`src/rtl/memory_sram.sv`:
```
// ---------------------------------------------------------------------------
// memory_sram
//
// Single-port synchronous word memory for the lab bus. A bus master presents
// address, data and control, and the block answers a read with data
// registered on the next rising edge of clk. One access per cycle is
// accepted with no handshake and no stall.
//
// Ports:
//   clk   in   1           system clock, all activity on the rising edge
//   rst   in   1           synchronous active-high reset
//   cen   in   1           chip enable: 1 = access this cycle, 0 = idle
//   wen   in   1           write enable, only meaningful while cen = 1
//   addr  in   ADDR_WIDTH  word address (every address is valid)
//   din   in   DATA_WIDTH  write data, ignored on read and idle cycles
//   dout  out  DATA_WIDTH  registered read data, 0 on every non-read cycle
//
// Parameters:
//   DATA_WIDTH  word width in bits (default 32)
//   ADDR_WIDTH  address width, depth = 2**ADDR_WIDTH words (default 5)
//
// Build option:
//   MEMORY_RESET_CLEAR_EN  when defined, a reset edge also clears every
//                          storage word to 0. When undefined, reset touches
//                          only dout, storage survives reset, and words
//                          that were never written hold unknown contents.
// ---------------------------------------------------------------------------
module memory_sram #(
  parameter int DATA_WIDTH = 32,
  parameter int ADDR_WIDTH = 5
) (
  input  logic                  clk,
  input  logic                  rst,
  input  logic                  cen,
  input  logic                  wen,
  input  logic [ADDR_WIDTH-1:0] addr,
  input  logic [DATA_WIDTH-1:0] din,
  output logic [DATA_WIDTH-1:0] dout
);

  localparam int DEPTH = 2 ** ADDR_WIDTH;

  logic [DATA_WIDTH-1:0] r_mem [DEPTH];
  logic [DATA_WIDTH-1:0] r_dout;

  logic w_write;
  logic w_read;

  // Reset outranks any access presented in the same cycle, so a request that
  // arrives together with rst is dropped rather than performed.
  assign w_write = !rst && cen && wen;
  assign w_read  = !rst && cen && !wen;

`ifdef MEMORY_RESET_CLEAR_EN
  // Storage with a clearing reset: every word returns to 0 on a reset edge.
  always_ff @(posedge clk) begin
    if (rst) begin
      for (int i = 0; i < DEPTH; i++) begin
        r_mem[i] <= '0;
      end
    end else if (w_write) begin
      r_mem[addr] <= din;
    end
  end
`else
  // Storage without reset, which keeps it mappable onto a plain RAM macro.
  // Contents persist across rst.
  always_ff @(posedge clk) begin
    if (w_write) begin
      r_mem[addr] <= din;
    end
  end
`endif

  // Read port. dout carries data only on a read cycle and is driven to 0 on
  // reset, idle and write cycles. The array is sampled before this edge's
  // write lands, so a read sees the previously stored value.
  always_ff @(posedge clk) begin
    if (w_read) begin
      r_dout <= r_mem[addr];
    end else begin
      r_dout <= '0;
    end
  end

  assign dout = r_dout;

endmodule

```
`config.mk`:
```
export PLATFORM = sky130hd
export DESIGN_NAME = memory_sram
export DESIGN_NICKNAME = d
export VERILOG_FILES = /design/src/rtl/memory_sram.sv
export SDC_FILE = /design/constraint.sdc
export NUM_CORES = 1
export LEC_CHECK = 0
export CORE_MARGIN = 2
export CORE_UTILIZATION = 40
export DETAILED_ROUTE_END_ITERATION = 16
export HOLD_SLACK_MARGIN = 0.03
export PLACE_DENSITY = 0.53
export SLEW_MARGIN = 25
export SYNTH_ARGS = -nofsm -noshare
export SYNTH_HDL_FRONTEND = slang
export SYNTH_SLANG_ARGS = --single-unit
```
`constraint.sdc`:
```
create_clock -name clk -period 5.9 [get_ports clk]
set_clock_uncertainty 0.2 [all_clocks]
set_input_delay 1.18 -clock clk [delete_from_list [all_inputs] [get_ports clk]]
set_output_delay 1.18 -clock clk [all_outputs]
set_load 0.005 [all_outputs]
```
==> flow_metrics.tcl <==
set metrics [dict create \
    start_util 0.402 \
    synth_cells 2115 \
    drt_iter0_drc 1941 \
    synth_nets 2156 \
    dp_slack_ps 1400 \
    drt_pass1_iterations 5 \
    drive_gt1_frac 0.151 \
    rsz0062_at_grt "no" \
    dp_hpwl_um 58700 \
    viasPerCell 5.67 \
    areaGrowthSynthToFinish_pct 16.1 \
    cpMaxStageDelayCell "nor4_1" \
    synth-seq-cells 1056 \
    hold_class "flip-flop to flip-flop" \
    final_common_cell "edfxtp_1" \
    critPathCaptureType "flip-flop" \
    cp_common_cell "buf_4" \
    vias 20700 \
    fmax_mhz 253 \
    antenna_found_initial 9 \
    finalCoreUtilization 0.466 \
    avgSynthCellArea_um2 18.9 \
    cp.arrival_ps 4270 \
    finalPower_uw 16000 \
    insertion_delay_ps 690 \
    irDropWorstVdd_mv 0.246 \
    synth.cell_area_um2 40000 \
    post_cts_buffers 0 \
    boundaryPins 73 \
    num-fill-cells 8400 \
    io_buffers 72 \
    fin_nets 2294 \
    yosysUniqueCellTypes 28 \
    holdBufCountCts 0 \
    die_y_um 320 \
    gp_congestion 0.766 \
    synthMuxAreaShare 0.128 \
    leakagePower_uw 0.0157 \
    seq_area_frac_synth 0.784 \
    path_clk_slew_ps 60 \
    path_max_fanout 32 \
    die_w_um 320 \
    die_area_um2 103000 \
    status "finished clean" \
    wl_per_cell_um 30.1 \
    cap_violations 0 \
    crit_type "input port to flip-flop" \
    cts-root-buf "clkbuf_16" \
    cp-start-kind "input port" \
    synth_top_family_by_area "multiplexers" \
    htree_levels 3 \
    drv_slew 0 \
    max_stage_delay_ps 840 \
    synth_xor_area_frac 0 \
    yosys_warnings 0 \
    finalSetupViolCount 0 \
    post_cts_resize_count 0 \
    ant_nets 0 \
    drc 0 \
    cts_max_path_buffers 3 \
    synth_compound_gate_area_share 0.0487 \
    hold_viol 0 \
    min_period_ps 3950 \
    finalSetupTns_ps 0 \
    diodes 0 \
    place_area_um2 42800 \
    overflow 0 \
    track_usage 0.212 \
    tritoncts "done" \
    layout_common_cells "edfxtp_1, mux2i_1, o22ai_1" \
    cts_buffers 108 \
    cts_sinks 1056 \
    fin_area_um2 46400 \
    timing.final.crit_share 0.670 \
    tightest_slew_ps 1000 \
    synth-simple-area-share 0.0198 \
    grt_pass1_wl_um 153000 \
    power.density_nw_per_um2 344 \
    rows 116 \
    grt_max_degree 89 \
    coreArea_um2 99600 \
    layout_setup_ws_ps 1950 \
    synth_fa_ha_area_frac 0 \
    slew_headroom 0.330 \
    cp_data_required_time_ps 6220 \
    first_global_vias 20800 \
    cp_cell_sequence "clkdlybuf4s50_1, buf_4, nand4bb_4, buf_4, o22ai_1, nor4_1, a21oi_1" \
    routed_wl_um 110000 \
]
-- through the flow --
stage                     cells  hold WS [ps]
after floorplan            2115           439
after global placement     3440           482
after detailed placement   3441           484
after CTS                  3645           509
after global routing       3645           569
final                      3645           510
-- final cells by class --
class                   instances  area, um2  share of cell area
clock buffers                 138       2900              0.0623
multi-input cells             929       8210               0.177
well taps                    1298       1620              0.0350
flip-flops and latches       1056      31400               0.676
clock inverters                66        842              0.0181
repair buffers                158       1480              0.0319
-- logic make-up (layout without fill, tap and decap cells) --
group,Yosys count,in the layout
buffers and inverters,130,362
AO/OA/AOI/OAI,288,288
AND/OR/NAND/NOR,129,129
multiplexers,512,512
flip-flops,1056,1056
-- where the power goes --
group | total, uW | switching [uW] | internal, uW
registers | 8270 | 16.3 | 8250
logic | 602 | 394 | 208
clock network | 7110 | 2880 | 4230
-- Yosys cell counts --
cell	number	area [um2]
nor2_1	30	113
buf_1	2	7.51
buf_8	2	30.0
nand2_1	3	11.3
o22ai_1	226	1410
nor3_1	4	20.0
buf_2	67	335
buf_6	20	225
a21oi_1	32	160
edfxtp_1	1024	30700
buf_4	3	22.5
o22ai_2	30	375
nor4_1	64	400
nand4b_1	4	35.0
or3_1	2	12.5
or4b_4	1	13.8
nand2b_1	1	6.26
clkbuf_1	36	135
mux2i_1	512	5120
nand3_1	1	5.00
or3b_2	3	26.3
nand4bb_1	6	67.6
or4_4	1	11.3
nand3b_1	3	22.5
or4b_1	3	30.0
dfxtp_1	32	641
nor2b_1	1	6.26
nand4_1	2	12.5
-- worst max-delay path, delay by kind of cell --
family	cells	cell delay, ps
AND/OR/NAND/NOR	2	1040
AO/OA/AOI/OAI	2	410
buffers and inverters	3	1580
-- path summary, 6_finish.rpt --
kind	start	end	slack [ps]	cells past startpoint
max	addr[2]	dout[22]$_SDFF_PN0_	1950	7
min	r_mem[10][7]$_DFFE_PP_	dout[7]$_SDFF_PN0_	510	4
max reg2reg	r_mem[26][22]$_DFFE_PP_	dout[22]$_SDFF_PN0_	3890	4
min reg2reg	r_mem[10][7]$_DFFE_PP_	dout[7]$_SDFF_PN0_	510	4
-- flip-flops by register name, indices dropped and copies added, names as in the netlist --
name / flops
dout: 32
r_mem: 1024
-- routing by layer --
metal	share of wire	GRT usage	vias to the layer above	wire, um
met1	0.44	0.298	10800	48000
met3	0.071	0.0430	154	7810
met4	0.024	0.0615	8	2620
met2	0.47	0.336	736	51400
li1	-	-	8937	-
met5	0.00051	0	-	56
Power figures use the tool's default switching activity.
